**src/rtl/polyphase_commutator.sv**
```systemverilog
// Polyphase decimator front-end: gathers PHASES accepted samples into a newest-first tap frame.
// Optional frame-realign input `sync` is present only when POLY_COMM_SYNC_EN is defined.
module polyphase_commutator #(
    parameter int unsigned WIDTH  = 11,
    parameter int unsigned PHASES = 3
) (
    input  logic                    clk,
    input  logic                    reset,
    input  logic                    in_valid,
    input  logic signed [WIDTH-1:0] In,
`ifdef POLY_COMM_SYNC_EN
    input  logic                    sync,
`endif
    output logic                    out_valid,
    output logic signed [WIDTH-1:0] Out [0:PHASES-1],
    output logic [$clog2(PHASES)-1:0] phase
);

    localparam int unsigned PW = $clog2(PHASES);
    localparam int          NP = int'(PHASES);
    localparam logic [PW-1:0] LastPhase = PW'(PHASES - 1);

    logic signed [WIDTH-1:0] r_dly [0:PHASES-2];
    logic signed [WIDTH-1:0] r_out [0:PHASES-1];
    logic [PW-1:0]           r_phase;
    logic                    r_out_valid;
    logic                    w_sync;
    logic                    w_last;

`ifdef POLY_COMM_SYNC_EN
    assign w_sync = sync;
`else
    assign w_sync = 1'b0;
`endif

    assign w_last = (r_phase == LastPhase);

    always_ff @(posedge clk or posedge reset) begin
        if (reset) begin
            for (int k = 0; k < NP - 1; k++) r_dly[k] <= '0;
            for (int k = 0; k < NP; k++) r_out[k] <= '0;
            r_phase     <= '0;
            r_out_valid <= 1'b0;
        end else begin
            r_out_valid <= 1'b0;
            if (in_valid) begin
                r_dly[0] <= In;
                if (w_sync) begin
                    // Realign: this sample becomes phase 0, older partial-frame data is dropped
                    for (int k = 1; k < NP - 1; k++) r_dly[k] <= '0;
                    r_phase <= PW'(1);
                end else begin
                    for (int k = 1; k < NP - 1; k++) r_dly[k] <= r_dly[k-1];
                    if (w_last) begin
                        r_out[0] <= In;
                        for (int k = 1; k < NP; k++) r_out[k] <= r_dly[k-1];
                        r_out_valid <= 1'b1;
                        r_phase     <= '0;
                    end else begin
                        r_phase <= r_phase + PW'(1);
                    end
                end
            end
        end
    end

    assign out_valid = r_out_valid;
    assign Out       = r_out;
    assign phase     = r_phase;

endmodule
```
**config.mk**
```make
export PLATFORM = sky130hd
export DESIGN_NAME = polyphase_commutator
export DESIGN_NICKNAME = d
export VERILOG_FILES = /design/src/rtl/polyphase_commutator.sv
export SDC_FILE = /design/constraint.sdc
export NUM_CORES = 1
export LEC_CHECK = 0
export CAP_MARGIN = 5
export CORE_UTILIZATION = 40
export CTS_CLUSTER_DIAMETER = 80
export CTS_CLUSTER_SIZE = 30
export DETAILED_ROUTE_END_ITERATION = 10
export PLACE_DENSITY = 0.78
export SLEW_MARGIN = 20
export SYNTH_ARGS = -nofsm -noshare
export SYNTH_HDL_FRONTEND = slang
export SYNTH_SLANG_ARGS = --single-unit
```
**constraint.sdc**
```tcl
create_clock -name clk -period 3.2 [get_ports clk]
set_input_delay 0.32 -clock clk [delete_from_list [all_inputs] [get_ports clk]]
set_output_delay 0.32 -clock clk [all_outputs]
set_load 0.01 [all_outputs]
```
== Word-level counts from Yosys, hierarchy flattened ==
Cells that the tools add are included.

* $add $sub $neg: 1
* Equal/unequal tests: 1
* Multiplexer cells: 3
* Reductions and logical operators: 1

{| class="wikitable"
|+ Operators by type and width
! operator !! count
|-
| $add A2 B1 Y2 const B || 1
|-
| $eq A2 B2 Y1 const B || 1
|-
| $mux W1 || 2
|-
| $mux W2 || 1
|-
| $reduce_and A2 Y1 || 1
|}

* Register bits: 58
* Word-level logic and storage cells: 13

== Depth between registers and ports, before layout ==
Gate-level depths: netlist (run 1).

* Depth in word-level cells: 3
* Depth in mapped cells: 4

== Worst setup path before layout (run 1) ==
OpenSTA, ideal clock, no wires.

* Path kind: register -> register
* From: register r_phase[0] (netlist: phase[0])
* To: register r_out, in the netlist Out[0]
* Library setup time: 125 ps
* Arrival: 1105 ps
* Required time: 3075 ps
* Path slack: 1969 ps
* Stages on the path, launching flop included: 4
* Clock period less this slack: 1231 ps
* Path through: dfrtp_1 nand3b_4 buf_6 mux2_4

* Longest elaborated chain between the ends: 2

{| class="wikitable"
|+ RTL lines
! element !! line !! text
|-
| start, declared || 25 || <nowiki>logic [PW-1:0] r_phase;</nowiki>
|-
| start signal, assigned || 60 || <nowiki>r_phase <= r_phase + PW'(1);</nowiki>
|-
| $eq A2 B2 Y1 || 36 || <nowiki>assign w_last = (r_phase == LastPhase);</nowiki>
|-
| $reduce_and A2 Y1 (no source line) || -- ||
|-
| end, declared || 24 || <nowiki>logic signed [WIDTH-1:0] r_out [0:PHASES-1];</nowiki>
|}

Every way passes these cells.
A chain may end at the register's enable or synchronous reset.

== Worst setup path after layout (run 1) ==
* From: input in_valid
* To: register r_out, in the netlist Out[19]

* Longest elaborated chain between the ends: 1

{| class="wikitable"
|+ RTL lines
! element !! line !! text
|-
| start, declared || 9 || <nowiki>input logic in_valid,</nowiki>
|-
| $reduce_and A2 Y1 (no source line) || -- ||
|}

Every way passes these cells.

==> reports/qor.yml, run 1 <==
outcome: "finished clean"
synth-seq-area-share: 0.634
grt_usage: 0.138
synth_area_sq_um: 2290
p_sw_frac: 0.261
avgSynthCellArea_sq_um: 18.0
power_leakage_uw: 0.00141
htree_levels: 3
final_net_count: 197
cts-root-buf: "clkbuf_8"
hold_viol: 0
die_h_um: 77.7
multiInputGateArea_sq_um: 776
start_util: 0.416
rows: 27
drt_first_pass_iters: 4
cpMaxStageDelayCell: "clkdlybuf4s50_1"
synth_ff_type: "dfrtp_1"
routed-via-count: 1193
synth.top_cells.by_area: "dfrtp_1 63%, mux2_4 19%, mux2_2 13%"
p_int_uw: 2140
comb_power_share: 0.374
power_frac_seq: 0.400
grt_max_degree: 38
drt_iter0_markers: 28
yosysMostFrequentCell: "dfrtp_1"
critPathTopFamily: "buffers and inverters"
viasPerCell: 4.62
pwr-share-clk: 0.225
cts_resized: 0
crit_arrival_ns: 1.87
timing.rr.start: "phase[0]"
yosysTopAreaCell: "dfrtp_1"
power.switching_uw: 755
report.final.setup_viol: 0
r2r_setup_slack_ns: 1.57
async_reset_ff_frac: 1.00
fin_util: 0.549
synth-seq-cells: 58
synth_edf_count: 0
r2r_end: "Out[19]"
cap_violations: 0
cp-start-kind: "input pin"
grt_pass1_wl_um: 6070
ant_nets: 0
post_drt_wl_per_cell_um: 14.3
crit_start: "in_valid"
cp_cell_sequence: "clkdlybuf4s50_1 -> nand3b_4 -> mux2_4"
worst_slack_ns: 1.54
hold-worst-slack_ns: 0.325
ios: 50
hold_path_class: "in2async"
powerDensity_nw_per_um2: 957
io_buffers: 49
fmax_mhz: 603
synth.top_cell.area_share: 0.634
path_buf_inv: 1
reg2reg_depth: 2
finalWirelength_um: 3700
post_cts_buffers: 0
antenna_found_initial: 0
worst_ir_drop_vdd_mv: 0.331
grt_pass1_vias: 1185
antenna_cells: 0
cts_sinks: 58
maxSlewViolCount: 0
ys_top_cells_by_count: "58 x dfrtp_1, 29 x mux2_4, 27 x mux2_2"
preCtsSetupSlack_ns: 1.18
drc: 0
grt_remaining_overflow: 0
fin_skew_ns: 0.00370
cp_max_fo: 34
clk_pin_slew_ns: 0.06
cts_tree: "built"
synth.distinct_cells: 11
filler_cell_count: 448
max_slew_margin: 0.567
rsz0062_at_grt: "false"
clockBufferDepth: 2
synth_cells: 127
gp_congestion: 0.633
crit_path_max_incr_delay_ns: 0.53
core_region_area_sq_um: 5510
worstSkewPairLatency_ns: 0.33
die-width_um: 77.7
period_needed_ns: 1.66
dieArea_sq_um: 6030
fin_setup_tns_ns: 0
syn_nets: 141
hold_buffers: 0
max_slew.worst_pin.slew_ns: 0.649
place_hpwl_um: 2480
area.growth.synth_to_final_pct: 32.1
cts_made_buffers: 9
layout-drive-gt1-share: 0.398
regArea_sq_um: 1450
fin_crit_sh: 0.519
crit_type: "in2reg"
cp.required_ns: 3.41
yosys_warnings: 0
end_kind: "flip-flop"
-- worst register-to-register path, delay by kind of cell, from the launching register on --
| family | cells | cell delay (ns) |
|---|---|---|
| DFF | 1 | 0.41 |
| muxes | 1 | 0.51 |
| and+or+nand+nor | 1 | 0.59 |
-- logic make-up (layout without fill, tap and decap cells) --
group                  Yosys count  count (layout)  synth area share
flip-flops                      58              58             0.634
multiplexers                    56              56             0.323
buffers and inverters            9              68            0.0273
AND/OR/NAND/NOR                  3               3            0.0137
AO/OA/AOI/OAI                    1               1           0.00218
-- power by group through the flow --
stage,Clock (uW),Combinational [uW],Sequential (uW)
final,652,1080,1160
after floorplan,0,477,1250
after CTS,673,1100,1160
after global placement,0,1070,1170
after detailed placement,0,1100,1170
after global routing,710,1140,1190
-- stage by stage --
step	area, sq um	total power [uW]	std cells
after floorplan	2290	1730	127
after global placement	2830	2240	244
after detailed placement	2830	2270	244
after CTS	3030	2940	258
after global routing	3030	3040	258
final	3030	2890	258
-- layout make-up --
cell class              count  share of cell area
flip-flops and latches     58               0.480
multi-input cells          60               0.256
repair buffers             51               0.167
clock buffers              11              0.0500
well taps                  72              0.0298
clock inverters             3              0.0132
inverters                   3             0.00372
-- sequential cells by signal, summed over array words and instances, names as in the netlist --
name and cells:
phase 2, out_valid 1, r_dly 22, Out 33
-- layer usage --
layer / wire (um) / track usage / vias to the layer above / share of wire
met5: 0 / 0 / - / 0
met4: 110 / 0.0962 / 0 / 0.030
met3: 193 / 0.0447 / 10 / 0.052
met2: 1720 / 0.195 / 36 / 0.46
met1: 1680 / 0.177 / 596 / 0.45
li1: - / - / 551 / -
-- worst max path at each step --
| stage | slack, ns | to | depth (start not counted) |
|---|---|---|---|
| 2_1_floorplan | 1.45 | Out[0] | 1 |
| 3_5_place_dp | 1.18 | Out[1] | 3 |
| 4_1_cts | 1.51 | phase[1] | 1 |
| 3_3_place_gp | 1.22 | Out[2] | 3 |
| 6_report | 1.54 | Out[19] | 3 |
| 5_1_grt | 1.48 | Out[0] | 3 |
-- cell usage in the layout, fill, tap and decap left out, drive strengths merged --
master / count
buf: 2
bufinv: 1
clkbuf: 11
clkdlybuf4s50: 49
clkinv: 2
dfrtp: 58
inv: 3
mux2: 56
nand3b: 2
nor2: 1
o21ai: 1
(Power assumes the default switching activity.)
==> run 2: changes to the inputs <==
==> constraint.sdc (replaced) <==
create_clock -name clk -period 1.57 [get_ports clk]
set_input_delay 0.157 -clock clk [delete_from_list [all_inputs] [get_ports clk]]
set_output_delay 0.157 -clock clk [all_outputs]
set_load 0.01 [all_outputs]
==> run 2 against run 1 <==
Net effect:
- die area is the same
- non-clock buffer count up 3
- sequential power increased by 100%
- clock power increased by 73%
- critical path depth decreased by 2
- via count grew 4.4%
- utilization increased by 0.68 points
- combinational power up 110%
- largest cell class unchanged
- highest routed layer unchanged
==> reports/qor.yml, run 2 (same netlist as run 1, synthesis figures left out) <==
outcome: "finished clean"
start_util: 0.416
period_needed_ns: 1.48
drt_first_pass_iters: 3
grt_pass1_vias: 1265
die_h_um: 77.7
hold_buffers: 0
report.final.setup_viol: 0
drt_iter0_markers: 18
cp_max_fo: 5
cts_made_buffers: 9
gp_congestion: 0.650
fmax_mhz: 675
final_common_cell: "dfrtp_1"
cp.required_ns: 1.41
grt_remaining_overflow: 0
final_cells: 263
crit_type: "reg2out"
viasPerCell: 4.74
ant_nets: 0
worstSkewPairLatency_ns: 0.31
max_slew.worst_pin.slew_ns: 0.302
area.growth.synth_to_final_pct: 33.8
post_drt_wl_per_cell_um: 14.2
cts-root-buf: "clkbuf_8"
cap_violations: 0
die-width_um: 77.7
final_net_count: 200
use_met2: 0.197
preCtsSetupSlack_ns: 0.105
finalWirelength_um: 3720
maxSlewViolCount: 0
dieArea_sq_um: 6030
end_kind: "primary output"
antenna_cells: 0
core_region_area_sq_um: 5510
drc: 0
largest_reg_flops: 33
critPathTopFamily: "buffers and inverters"
rsz0062_at_grt: "false"
worst_slack_ns: 0.0876
cts_tree: "built"
post_cts_buffers: 0
ios: 50
path_depth: 1
place_hpwl_um: 2570
max_slew_margin: 0.798
routed-via-count: 1246
cts_resized: 1
antenna_found_initial: 0
reg2reg_depth: 3
gr-usage-met1: 0.190
clockBufferDepth: 2
fin_setup_tns_ns: 0
cpMaxStageDelayCell: "clkdlybuf4s50_1"
grt_pass1_wl_um: 6370
powerDensity_nw_per_um2: 1880
clk_pin_slew_ns: 0.06
io_buffers: 49
hold_path_class: "in2async"
rows: 27
grt_max_degree: 47
htree_levels: 3
crit_path_max_incr_delay_ns: 0.58
grt.busiest_layer: "met2"
grt_usage: 0.143
place_inst: 247
hold_viol: 0
fin_crit_sh: 0.944
power_leakage_uw: 0.00142
path_buf_inv: 1
crit_arrival_ns: 1.33
filler_cell_count: 446
worst_ir_drop_vdd_mv: 0.722
cp-start-kind: "flip-flop"
cp_cell_sequence: "clkdlybuf4s50_1"
fin_skew_ns: 0.00590
cts_sinks: 58
layout-drive-gt1-share: 0.403
power_uw: 5760
met3_usage: 0.0471
layout_common_cells: "57 x dfrtp_1, 49 x clkdlybuf4s50_1, 29 x mux2_4"
==> run 2: changes by cell type in the layout (fill, tap and decap cells not counted) <==
| cell | delta |
|---|---|
| buf_12 | +3 |
| bufinv_16 | -1 |
| inv_2 | -1 |
| clkinv_2 | +1 |
| clkbuf_1 | +3 |
| clkinvlp_4 | +1 |
| dfrtp_1 | -1 |
| dfrtp_2 | +1 |
| clkbuf_8 | -1 |
==> run 2: per-stage QoR <==
step	instance area, sq um	utilization	hold WS (ns)
4_1_cts	3060	0.556	0.148
6_report	3060	0.556	0.155
3_3_place_gp	2900	0.526	0.484
3_5_place_dp	2900	0.526	0.489
5_1_grt	3060	0.556	0.175
2_1_floorplan	2290	-	0.250
==> run 2: final timing paths <==
kind | start | end | slack, ns
max in group asynchronous | reset | phase[1] | 0.90
min reg2reg | r_dly[5] | Out[5] | 0.50
max | phase[0] | phase[0] | 0.09
min | reset | Out[1] | 0.16
max reg2reg | phase[0] | Out[9] | 0.30
min in group clk | In[10] | Out[32] | 0.49
==> run 2: final cells by class <==
type                            count  area [sq um]  area share
Tap cell                           72          90.1      0.0294
Inverter                            3          15.0     0.00490
Clock buffer                       13           149      0.0486
Multi-Input combinational cell     60           776       0.253
Timing Repair Buffer               54           566       0.185
Clock inverter                      3          15.0     0.00490
Sequential cell                    58          1450       0.474
==> run 2: layer usage <==
metal  wire length, um  share of wire
met1              1760           0.47
met2              1730           0.46
met3               166          0.045
met4                68          0.018
met5                 0              0
==> run 2: power breakdown <==
group / total, uW / switching, uW / leakage (uW) / internal (uW)
Clock: 1130 / 520 / 0.0000872 / 609
Combinational: 2260 / 690 / 0.000647 / 1570
Sequential: 2370 / 339 / 0.000690 / 2040
==> run 3: changes to the inputs <==
--- a/config.mk
+++ b/config.mk
@@ -10,7 +10,7 @@
 export CTS_CLUSTER_DIAMETER = 80
 export CTS_CLUSTER_SIZE = 30
 export DETAILED_ROUTE_END_ITERATION = 10
-export PLACE_DENSITY = 0.78
+export PLACE_DENSITY_LB_ADDON = 0.3
 export SLEW_MARGIN = 20
 export SYNTH_ARGS = -nofsm -noshare
 export SYNTH_HDL_FRONTEND = slang
==> run 3 against run 2 <==
Net effect:
- register-to-register slack worse by 0.04 ns
- count of clock-buffer cells in the layout is 1 higher
- wire length is 3.1% higher
- critical path type unchanged
- critical endpoint is now phase[1]
- highest routed layer unchanged
==> reports/qor.yml, run 3 (same netlist as run 1, synthesis figures left out) <==
die_h_um: 77.7
antenna_cells: 0
hold_buffers: 0
drt_first_pass_iters: 6
htree_levels: 3
preCtsSetupSlack_ns: 0.0214
max_slew_margin: 0.794
cap_violations: 0
power_leakage_uw: 0.00141
cp_cell_sequence: "clkdlybuf4s50_1"
routed-via-count: 1206
outcome: "finished clean"
viasPerCell: 4.64
antenna_found_initial: 0
clk_pin_slew_ns: 0.06
hold_viol: 0
rows: 27
hold_path_class: "in2async"
power_uw: 5750
cpMaxStageDelayCell: "clkdlybuf4s50_1"
crit_path_max_incr_delay_ns: 0.57
layout-drive-gt1-share: 0.383
fin_skew_ns: 0.00596
cts_tree: "built"
grt_pass1_vias: 1300
crit_arrival_ns: 1.34
io_buffers: 49
r2r_setup_slack_ns: 0.26
reg2reg_depth: 3
cts-root-buf: "clkbuf_8"
path_depth: 1
fin_setup_tns_ns: 0
finalWirelength_um: 3840
r2r_end: "Out[15]"
place_hpwl_um: 2710
cts_made_buffers: 9
timing.rr.start: "phase[0]"
report.final.setup_viol: 0
critPathTopFamily: "buffers and inverters"
end_kind: "primary output"
grt_usage: 0.149
clockBufferDepth: 2
grt_remaining_overflow: 0
cts_resized: 0
start_util: 0.416
cp.required_ns: 1.41
max_slew.worst_pin.slew_ns: 0.309
period_needed_ns: 1.50
worst_slack_ns: 0.0749
worstSkewPairLatency_ns: 0.32
crit_type: "reg2out"
final_net_count: 199
post_drt_wl_per_cell_um: 14.8
drc: 0
cp-endpoint: "phase[1]"
rsz0062_at_grt: "false"
powerDensity_nw_per_um2: 1890
ios: 50
grt_max_degree: 47
die-width_um: 77.7
dieArea_sq_um: 6030
cp-start-kind: "flip-flop"
largest_reg_flops: 33
drt_iter0_markers: 48
maxSlewViolCount: 0
gp_congestion: 0.717
area.growth.synth_to_final_pct: 32.9
grt_pass1_wl_um: 6620
cts_sinks: 58
core_region_area_sq_um: 5510
layout_common_cells: "58 x dfrtp_1, 49 x clkdlybuf4s50_1, 29 x mux2_4"
post_cts_buffers: 0
fin_crit_sh: 0.952
crit_start: "phase[1]"
worst_ir_drop_vdd_mv: 0.672
fmax_mhz: 669
path_buf_inv: 1
ant_nets: 0
final_common_cell: "dfrtp_1"
cp_max_fo: 5
fin_util: 0.553
run 3: worst min-delay path by stage:
| stage | start | endpoint | slack (ns) |
|---|---|---|---|
| global placement | reset | Out[23] | 0.48 |
| floorplan | reset | Out[0] | 0.25 |
| global route | reset | Out[23] | 0.13 |
| detailed placement | reset | Out[23] | 0.48 |
| CTS | reset | Out[5] | 0.13 |
| finish | reset | Out[5] | 0.14 |
run 3: layout make-up:
class,count,area [sq um]
clock buffer,14,153
timing repair buffer,53,558
multi-input combinational,60,776
sequential,58,1450
fill,449,2460
inverter,3,15.0
tap,72,90.1
run 3: stage by stage:
step                hold WS [ns]  instances  cell area [sq um]
floorplan                  0.250        127               2290
global placement           0.481        246               2890
detailed placement         0.476        246               2890
CTS                        0.127        260               3040
global route               0.132        260               3040
finish                     0.135        260               3040
run 3: report_power, final:
group	switching [uW]	internal, uW
clock network	496	601
registers	341	2030
logic	716	1560
total	1550	4200
run 3: per-layer routing:
layer,track usage,vias up,share of wire
li1,-,556,-
met1,0.182,610,0.42
met2,0.227,32,0.51
met3,0.0518,8,0.044
met4,0.0925,0,0.024
met5,0,-,0
run 3: worst register-to-register path, cell delays in order, from the launching register on:
cell      delay [ns]
dfrtp_1         0.42
nand3b_4        0.25
buf_12          0.21
mux2_4          0.31
